[config.mk]
export PLATFORM = sky130hd
export DESIGN_NAME = viterbi_ctrl_flat
export DESIGN_NICKNAME = d
export VERILOG_FILES = /design/src/rtl/viterbi_ctrl_if.sv /design/src/rtl/viterbi_ctrl.sv /design/src/flat_wrapper.sv
export SDC_FILE = /design/constraint.sdc
export NUM_CORES = 1
export LEC_CHECK = 0
export BUFFER_PORTS_ARGS = -buffer_cell sky130_fd_sc_hd__buf_2
export CORE_UTILIZATION = 45
export CTS_CLUSTER_SIZE = 30
export DETAILED_ROUTE_END_ITERATION = 7
export GPL_TIMING_DRIVEN = 0
export HOLD_SLACK_MARGIN = 0.05
export PLACE_DENSITY = 0.67
export SETUP_SLACK_MARGIN = 0.2
export SYNTH_ARGS = -nofsm -noshare
export SYNTH_HDL_FRONTEND = slang
export SYNTH_SLANG_ARGS = --single-unit
[constraint.sdc]
create_clock -name clk -period 2.2 [get_ports clk]
set_input_delay 0.33 -clock clk [delete_from_list [all_inputs] [get_ports clk]]
set_output_delay 0.33 -clock clk [all_outputs]
set_load 0.02 [all_outputs]
[src/rtl/viterbi_ctrl_if.sv]
// Bus bundle for the Viterbi decoder frame controller.
// Handshake: a coded bit transfers on a rising clk edge where bit_vld and
// bit_rdy are both high. The source may raise bit_vld at any time. While
// bit_vld is low, bit_in is ignored. bit_rdy depends only on controller state.
// cw_vld is a one-cycle strobe with no back-pressure.
interface viterbi_ctrl_if #(
    parameter int FRAME_LEN_W = 10
);
    logic                   frm_start;
    logic [FRAME_LEN_W-1:0] frm_len;
    logic                   frm_abort;
    logic                   bit_in;
    logic                   bit_vld;
    logic                   bit_rdy;
    logic [2:0]             cw;
    logic                   cw_vld;
    logic [FRAME_LEN_W-1:0] step_cnt;
    logic                   tb_start;
    logic                   tb_done;
    logic                   busy;
    logic                   frm_done;
    logic                   frm_err;
    logic [1:0]             dbg_state;

    modport master (
        output frm_start, frm_len, frm_abort, bit_in, bit_vld, tb_done,
        input  bit_rdy, cw, cw_vld, step_cnt, tb_start, busy, frm_done, frm_err,
        input  dbg_state
    );

    modport slave (
        input  frm_start, frm_len, frm_abort, bit_in, bit_vld, tb_done,
        output bit_rdy, cw, cw_vld, step_cnt, tb_start, busy, frm_done, frm_err,
        output dbg_state
    );
endinterface

[src/rtl/viterbi_ctrl.sv]
// Frame controller for a hard-decision Viterbi decoder: packs serial coded
// bits into 3-bit codewords and feeds them to the branch-distance unit. It
// waits out the pipeline in FLUSH, then starts traceback and waits for it
// to complete.
module viterbi_ctrl #(
    parameter int FRAME_LEN_W = 10,
    parameter int FLUSH_CYC   = 3
) (
    input  logic           clk,
    input  logic           rst,
    viterbi_ctrl_if.slave  bus
);
    localparam int FC_W = (FLUSH_CYC > 1) ? $clog2(FLUSH_CYC) : 1;

    typedef enum logic [1:0] {
        IDLE    = 2'd0,
        COLLECT = 2'd1,
        FLUSH   = 2'd2,
        TRACE   = 2'd3
    } state_t;

    state_t                 state_q;
    logic [FRAME_LEN_W-1:0] len_q;
    logic [FRAME_LEN_W-1:0] step_cnt_q;
    logic [FRAME_LEN_W-1:0] step_cnt_d;
    logic [1:0]             bit_cnt_q;
    logic [1:0]             sh_q;        // first two bits of the codeword, g0 in [1]
    logic [FC_W-1:0]        flush_cnt_q;
    logic [2:0]             cw_q;
    logic                   cw_vld_q;
    logic                   tb_start_q;
    logic                   frm_done_q;
    logic                   frm_err_q;
    logic                   accept;

    // A bit transfers when the source offers one while collecting
    assign accept     = bus.bit_vld && (state_q == COLLECT);
    assign step_cnt_d = step_cnt_q + FRAME_LEN_W'(1);

    // Frame FSM with all pulse outputs registered; abort overrides everything
    always_ff @(posedge clk or posedge rst) begin
        if (rst) begin
            state_q     <= IDLE;
            len_q       <= '0;
            step_cnt_q  <= '0;
            bit_cnt_q   <= '0;
            sh_q        <= '0;
            flush_cnt_q <= '0;
            cw_q        <= '0;
            cw_vld_q    <= 1'b0;
            tb_start_q  <= 1'b0;
            frm_done_q  <= 1'b0;
            frm_err_q   <= 1'b0;
        end else begin
            cw_q       <= '0;
            cw_vld_q   <= 1'b0;
            tb_start_q <= 1'b0;
            frm_done_q <= 1'b0;
            frm_err_q  <= 1'b0;
            if (bus.frm_abort) begin
                // Partial codeword is dropped; step_cnt keeps its value
                state_q     <= IDLE;
                bit_cnt_q   <= '0;
                sh_q        <= '0;
                flush_cnt_q <= '0;
            end else begin
                if (bus.frm_start && (state_q != IDLE)) begin
                    frm_err_q <= 1'b1;
                end
                case (state_q)
                    IDLE: begin
                        if (bus.frm_start) begin
                            if (bus.frm_len != '0) begin
                                state_q    <= COLLECT;
                                len_q      <= bus.frm_len;
                                step_cnt_q <= '0;
                                bit_cnt_q  <= '0;
                                sh_q       <= '0;
                            end else begin
                                frm_err_q <= 1'b1;
                            end
                        end
                    end
                    COLLECT: begin
                        if (accept) begin
                            if (bit_cnt_q == 2'd2) begin
                                bit_cnt_q  <= '0;
                                cw_q       <= {sh_q, bus.bit_in};
                                cw_vld_q   <= 1'b1;
                                step_cnt_q <= step_cnt_d;
                                if (step_cnt_d == len_q) begin
                                    state_q     <= FLUSH;
                                    flush_cnt_q <= FC_W'(FLUSH_CYC - 1);
                                end
                            end else begin
                                bit_cnt_q <= bit_cnt_q + 2'd1;
                                sh_q      <= {sh_q[0], bus.bit_in};
                            end
                        end
                    end
                    FLUSH: begin
                        if (flush_cnt_q == '0) begin
                            state_q    <= TRACE;
                            tb_start_q <= 1'b1;
                        end else begin
                            flush_cnt_q <= flush_cnt_q - FC_W'(1);
                        end
                    end
                    TRACE: begin
                        if (bus.tb_done) begin
                            state_q    <= IDLE;
                            frm_done_q <= 1'b1;
                        end
                    end
                    default: state_q <= IDLE;
                endcase
            end
        end
    end

    assign bus.bit_rdy   = (state_q == COLLECT);
    assign bus.busy      = (state_q != IDLE);
    assign bus.cw        = cw_q;
    assign bus.cw_vld    = cw_vld_q;
    assign bus.step_cnt  = step_cnt_q;
    assign bus.tb_start  = tb_start_q;
    assign bus.frm_done  = frm_done_q;
    assign bus.frm_err   = frm_err_q;
    assign bus.dbg_state = state_q;
endmodule

[src/flat_wrapper.sv]
// flat-port wrapper written by rule: the top's interface ports become plain ports
module viterbi_ctrl_flat 
#(
    parameter int FRAME_LEN_W = 10,
    parameter int FLUSH_CYC   = 3
)
  (clk, rst, bus_frm_start, bus_frm_len, bus_frm_abort, bus_bit_in, bus_bit_vld, bus_tb_done, bus_bit_rdy, bus_cw, bus_cw_vld, bus_step_cnt, bus_tb_start, bus_busy, bus_frm_done, bus_frm_err, bus_dbg_state);
  viterbi_ctrl_if #(.FRAME_LEN_W(FRAME_LEN_W)) bus_i ();
  input  logic clk;
  input  logic rst;
  input wire logic [$bits(bus_i.frm_start)-1:0] bus_frm_start;
  input wire logic [$bits(bus_i.frm_len)-1:0] bus_frm_len;
  input wire logic [$bits(bus_i.frm_abort)-1:0] bus_frm_abort;
  input wire logic [$bits(bus_i.bit_in)-1:0] bus_bit_in;
  input wire logic [$bits(bus_i.bit_vld)-1:0] bus_bit_vld;
  input wire logic [$bits(bus_i.tb_done)-1:0] bus_tb_done;
  output wire logic [$bits(bus_i.bit_rdy)-1:0] bus_bit_rdy;
  output wire logic [$bits(bus_i.cw)-1:0] bus_cw;
  output wire logic [$bits(bus_i.cw_vld)-1:0] bus_cw_vld;
  output wire logic [$bits(bus_i.step_cnt)-1:0] bus_step_cnt;
  output wire logic [$bits(bus_i.tb_start)-1:0] bus_tb_start;
  output wire logic [$bits(bus_i.busy)-1:0] bus_busy;
  output wire logic [$bits(bus_i.frm_done)-1:0] bus_frm_done;
  output wire logic [$bits(bus_i.frm_err)-1:0] bus_frm_err;
  output wire logic [$bits(bus_i.dbg_state)-1:0] bus_dbg_state;
  assign bus_i.frm_start = bus_frm_start;
  assign bus_i.frm_len = bus_frm_len;
  assign bus_i.frm_abort = bus_frm_abort;
  assign bus_i.bit_in = bus_bit_in;
  assign bus_i.bit_vld = bus_bit_vld;
  assign bus_i.tb_done = bus_tb_done;
  assign bus_bit_rdy = bus_i.bit_rdy;
  assign bus_cw = bus_i.cw;
  assign bus_cw_vld = bus_i.cw_vld;
  assign bus_step_cnt = bus_i.step_cnt;
  assign bus_tb_start = bus_i.tb_start;
  assign bus_busy = bus_i.busy;
  assign bus_frm_done = bus_i.frm_done;
  assign bus_frm_err = bus_i.frm_err;
  assign bus_dbg_state = bus_i.dbg_state;
  viterbi_ctrl #(.FRAME_LEN_W(FRAME_LEN_W), .FLUSH_CYC(FLUSH_CYC)) u_core (.clk(clk), .rst(rst), .bus(bus_i));
endmodule
Word-level counts from Yosys, hierarchy flattened
Index checks and enable logic that the tools add are counted.
Cells by class
  add/sub/neg operators: 3
  equality and inequality tests: 18
  muxes and demuxes: 46
  bitwise gates (word level): 1
  reduce and logical (&&, ||, !) cells: 15
Operators with widths (number)
  $mux 10: 4
  $mux 2: 18
  $pmux 10 s2: 1
  $mux 1: 15
  $ne 3x2->1 const B: 5
  $mux 3: 4
  $ne 3x3->1 const B: 4
  $pmux 2 s2: 3
  $add 10x1->10 const B: 1
  $eq 10x10->1: 1
  $reduce_and 5->1: 2
  $reduce_bool 10->1: 1
  $pmux 2 s4: 1
  $reduce_and 4->1: 2
  $reduce_and 7->1: 1
  $eq 2x2->1 const B: 3
  $ne 2x1->1 const B: 3
  $reduce_and 6->1: 1
  $reduce_bool 3->1: 2
  $logic_not 2->1: 2
  $reduce_bool 2->1: 2
  $add 2x1->2 const B: 1
  $eq 2x1->1 const B: 1
  $logic_and 1x1->1: 2
  3 further kinds: 3
Storage, ports and cells
  flip-flop bits (word level): 35
  bits of input ports: 17
  output and inout port bits: 21
  logic and storage cells: 94

Logic depth before layout (Yosys ltp)
  word-level depth: 7
  mapped depth: 10
  mapped depth without buffers: 9

Least setup slack after synthesis
Ideal clock, no wire load.
  kind: flip-flop to flip-flop
  start point: reg u_core.state_q[1] (netlist: u_core.bus.dbg_state[1])
  end point: reg u_core.step_cnt_q[7] (netlist: u_core.bus.step_cnt[7])
  setup time: 110 ps
  arrival: 2360 ps
  path slack: -271 ps
  cell stages (with the launch flop): 9
  period minus slack after synthesis: 2471 ps
  cells stage by stage: dfrtp_1 > inv_1 > ha_1 > inv_1 > or2_2 > nor2_1 > nand2_1 > buf_4 > o41ai_1
On the way
  longest elaborated chain between the ends: 4
  elaborated cells on any way between the ends: 10
  classes of those cells: 5 x eq/ne; 1 x mux; 4 x reduce/logical
RTL lines
  from (decl): line viterbi_ctrl.sv:22  | state_t state_q;
  from (signal assigned): line viterbi_ctrl.sv:43  | state_q <= IDLE;
  from (signal assigned): line viterbi_ctrl.sv:62  | state_q <= IDLE;
  from (signal assigned): line viterbi_ctrl.sv:74  | state_q <= COLLECT;
  $eq 2x1->1 *
  via bus_bit_rdy: line flat_wrapper.sv:17  | output wire logic [$bits(bus_i.bit_rdy)-1:0] bus_bit_rdy;
  $logic_and 1x1->1: line viterbi_ctrl.sv:37  | assign accept = bus.bit_vld && (state_q == COLLECT);
  $ne 2x1->1 (no line)
  $reduce_and 6->1 (no line)
  to (signal assigned): line viterbi_ctrl.sv:90  | step_cnt_q <= step_cnt_d;
  to (decl): line viterbi_ctrl.sv:24  | logic [FRAME_LEN_W-1:0] step_cnt_q;
The timed path passes the listed nets; every way through them passes the cells marked *.
A chain may end at the register's enable or synchronous reset.

Final worst setup path
  start point: reg u_core.step_cnt_q[3] (netlist: u_core.bus.step_cnt[3])
  end point: reg u_core.state_q[0] (netlist: u_core.bus.dbg_state[0])
On the way
  longest elaborated chain between the ends: 4
RTL lines
  $add 10x1->10: line viterbi_ctrl.sv:38  | assign step_cnt_d = step_cnt_q + FRAME_LEN_W'(1);
  $eq 10x10->1: line viterbi_ctrl.sv:91  | if (step_cnt_d == len_q) begin
  $ne 3x2->1 (no line)
  $reduce_and 7->1 (no line)
  to (signal assigned): line viterbi_ctrl.sv:43
  to (signal assigned): line viterbi_ctrl.sv:92  | state_q <= FLUSH;
  to (signal assigned): line viterbi_ctrl.sv:103  | state_q <= TRACE;
Every way passes these cells.

==> results.sh <==
export IMPL_drt_wl_total_um=5170
export IMPL_grt_use_total=0.220
export IMPL_p_sw_frac=0.378
export IMPL_syn_area_mm2=0.00205
export IMPL_fin_nets=293
export IMPL_final_setup_worst_slack_ns=-0.194
export IMPL_synth_top_cell_area_share=0.427
export IMPL_synth_top_family_by_area="compound AO/OA/AOI/OAI gates"
export IMPL_rsz0062_at_grt="yes"
export IMPL_portBuffers=37
export IMPL_slew_viol_final=0
export IMPL_cts_max_level=2
export IMPL_die_w_um=69.5
export IMPL_yosys_warnings=0
export IMPL_postRouteAntennaNets=0
export IMPL_avgSynthCellArea_um2=9.91
export IMPL_synthXorXnorAreaFrac=0.0512
export IMPL_ioPinCount=38
export IMPL_power_share_sequential=0.334
export IMPL_cts_sinks=35
export IMPL_die_area_mm2=0.00483
export IMPL_cts_tree="yes"
export IMPL_final_area_mm2=0.00282
export IMPL_r2r_start="u_core.bus.step_cnt[3]$_DFFE_PP0P_"
export IMPL_clk_pin_slew_ns=0.07
export IMPL_clock_path_buffers=2
export IMPL_status="complete, but fails checks"
export IMPL_drt_iter0_drc=131
export IMPL_synthMuxAreaShare=0.0488
export IMPL_coreArea_mm2=0.00435
export IMPL_grt_overflow_total=0
export IMPL_setup_viol=4
export IMPL_postCtsHoldBufs=0
export IMPL_slew_headroom=0.523
export IMPL_root_buffer="clkbuf_8"
export IMPL_fin_crit_sh=1.09
export IMPL_leakage_uw=0.00131
export IMPL_worst_slew_pin_slew_ns=0.714
export IMPL_cp_end_kind="flop"
export IMPL_hpwl_um=3240
export IMPL_synth_seq_cells=35
export IMPL_syn_instance_count=207
export IMPL_power_switching_uw=1020
export IMPL_viasPerCell=5.73
export IMPL_synthAdderAreaFrac=0.0427
export IMPL_avgRoutedWirePerCell_um=16.1
export IMPL_cp_required_ns=2.37
export IMPL_crit_top_cell="buf_6"
export IMPL_final_layout_size_suffix_gt1_frac=0.456
export IMPL_slowest_stage="dfrtp_2"
export IMPL_synth_area_leader_cell="dfrtp_1"
export IMPL_path_max_fanout=6
export IMPL_yosys_cell_types_count=52
export IMPL_period_needed_ns=2.39
export IMPL_area_delta_synth_final_pct=37.4
export IMPL_synth_seq_area_share=0.427
export IMPL_vias=1845
export IMPL_crit_end="u_core.bus.dbg_state[0]$_DFFE_PP0P_"
export IMPL_timing_fmax_ghz=0.418
export IMPL_n_antenna_cell=0
export IMPL_die_h_um=69.5
export IMPL_cts_buffers=5
export IMPL_grt_pass1_wl_um=8400
export IMPL_start_kind="flop"
export IMPL_drtPass1Iterations=4
export IMPL_finalHoldViolations=0
export IMPL_clock_skew_ns=0.00383
export IMPL_synth_compound_area_share=0.204
export IMPL_num_rows=24
export IMPL_initial_core_util=0.471
export IMPL_synthSimpleGateAreaFrac=0.165
export IMPL_grt_max_degree=36
export IMPL_ir_drop_uv=673
export IMPL_regToRegEndpoint="u_core.bus.dbg_state[0]$_DFFE_PP0P_"
export IMPL_synth_area_top_cells="dfrtp_1 (43%), o21ai_0 (4.9%), mux2_2 (4.4%)"
export IMPL_slowest_delay_ns=0.41
export IMPL_worstSetupPathType="flop to flop"
export IMPL_synth_top_flop_cell="dfrtp_1"
export IMPL_synth_fp_nets=231
export IMPL_pwr_share_comb=0.440
export IMPL_power_density_mw_per_mm2=959
export IMPL_hp_class="input pin to async pin"
export IMPL_crit_start="u_core.bus.step_cnt[3]$_DFFE_PP0P_"
export IMPL_pwr_share_clk=0.226
export IMPL_crit_chain="buf_6 -> and4_4 -> buf_6 -> a21oi_2 -> a2bb2o_4 -> o41ai_4 -> o211ai_1 -> nor4_2 -> nor3_1"
export IMPL_violations="setup timing"
export IMPL_grt_antenna_before_repair=0
export IMPL_critPathArrivalTime_ns=2.56
export IMPL_max_cap_violations=0
export IMPL_synth_edf_count=0
export IMPL_rrSetupSlack_ns=-0.19
export IMPL_gp_congestion=0.786
export IMPL_internal_power_uw=1680
export IMPL_drc=0
export IMPL_async_flop_share=1.00
export IMPL_grt_pass1_vias=1620
export IMPL_rr_worst_depth=9
export IMPL_whs_ns=0.151
export IMPL_clk_latency_ns=0.29
export IMPL_placed_area_mm2=0.00237
-- routing by layer --
metal  up-vias  track usage  share of wire
li1        880            -              -
met1       890        0.315           0.43
met2        65        0.345           0.50
met3        10       0.0422          0.051
met4         0       0.0544          0.018
met5         -            0              0
-- metrics by stage --
step / cells / power (uW) / setup slack, ns / TNS, ns / utilization
6_report: 322 / 2700 / -0.194 / -0.442 / 0.647
5_1_grt: 322 / 2860 / -0.357 / -0.928 / 0.647
4_1_cts: 312 / 2560 / -0.108 / -0.177 / 0.601
3_5_place_dp: 296 / 1840 / -0.138 / -0.681 / 0.545
3_3_place_gp: 296 / 1820 / -0.128 / -0.654 / 0.545
2_1_floorplan: 207 / 1610 / 0.0480 / 0 / -
-- power by group through the flow --
stage	Combinational, uW	Sequential, uW	Clock (uW)
6_report	1190	904	610
5_1_grt	1290	923	649
4_1_cts	1040	898	618
3_5_place_dp	927	911	0
3_3_place_gp	915	910	0
2_1_floorplan	705	903	0
-- critical path: cells and delay by family (launching register included) --
kind / cells / cell delay (ns)
compound gates: 4 / 1.01
buf+inv: 2 / 0.25
flops: 1 / 0.41
simple gates: 3 / 0.58
-- sequential cells by signal, summed over array words and instances (netlist names) --
register and count:
u_core.sh_q 2, u_core.flush_cnt_q 2, u_core.bus.dbg_state 2, u_core.len_q 10
u_core.bus.cw_vld 1, u_core.bus.tb_start 1, u_core.bus.step_cnt 10, u_core.bus.frm_done 1
u_core.bit_cnt_q 2, u_core.bus.frm_err 1, u_core.bus.cw 3
-- worst min path at each step --
stage                                          to  cells past startpoint  slack [ns]
2_1_floorplan       u_core.bus.frm_done$_DFF_PP0_                      2        0.44
3_3_place_gp           u_core.bus.cw[2]$_DFF_PP0_                      1        0.49
3_5_place_dp           u_core.bus.cw[2]$_DFF_PP0_                      1        0.50
4_1_cts               u_core.len_q[5]$_DFFE_PP0P_                      3        0.25
5_1_grt               u_core.bus.cw_vld$_DFF_PP0_                      2        0.23
6_report       u_core.bus.step_cnt[6]$_DFFE_PP0P_                      2        0.15
-- layout make-up --
| class | instances | area [um^2] |
|---|---|---|
| fill | 360 | 1540 |
| multi-input combinational | 151 | 1260 |
| sequential | 35 | 886 |
| timing repair buffer | 55 | 332 |
| buffer | 9 | 106 |
| clock buffer | 6 | 82.6 |
| tap | 52 | 65.1 |
| inverter | 12 | 47.5 |
| clock inverter | 2 | 35.0 |
-- cells by family (layout without fill, tap and decap cells) --
family	count (synthesis)	after routing
buf+inv	21	84
simple gates	64	64
compound gates	59	59
fa+ha+maj	7	7
xor+xnor	12	12
mux	9	9
flops	35	35
-- layout by cell type, fill, tap and decap left out, drive strengths merged, types with 8 or more instances in the layout --
master	count
mux2	8
nand3	8
clkbuf	9
nor2	14
o21ai	20
dfrtp	35
a21oi	10
inv	12
nand2	13
buf	60
-- cells in the mapped netlist, drive strengths merged, types with 5 or more instances --
cell type and n:
dfrtp 35, o21ai 20, nor2 14, nand2 13, inv 12, a21oi 10, mux2 8, nand3 8
and3 7, ha 7, xnor2 7, buf 6, o41ai 6, xor2 5
-- what timing repair did --
| action | in CTS | in global routing |
|---|---|---|
| resized for setup | 11 | 32 |
| setup endpoints to repair | 21 | 17 |
| pin swaps | 9 | 20 |
| buffers inserted | 8 | 9 |
| cloned | 0 | 1 |
No activity file was read; power rests on OpenSTA's default activity.
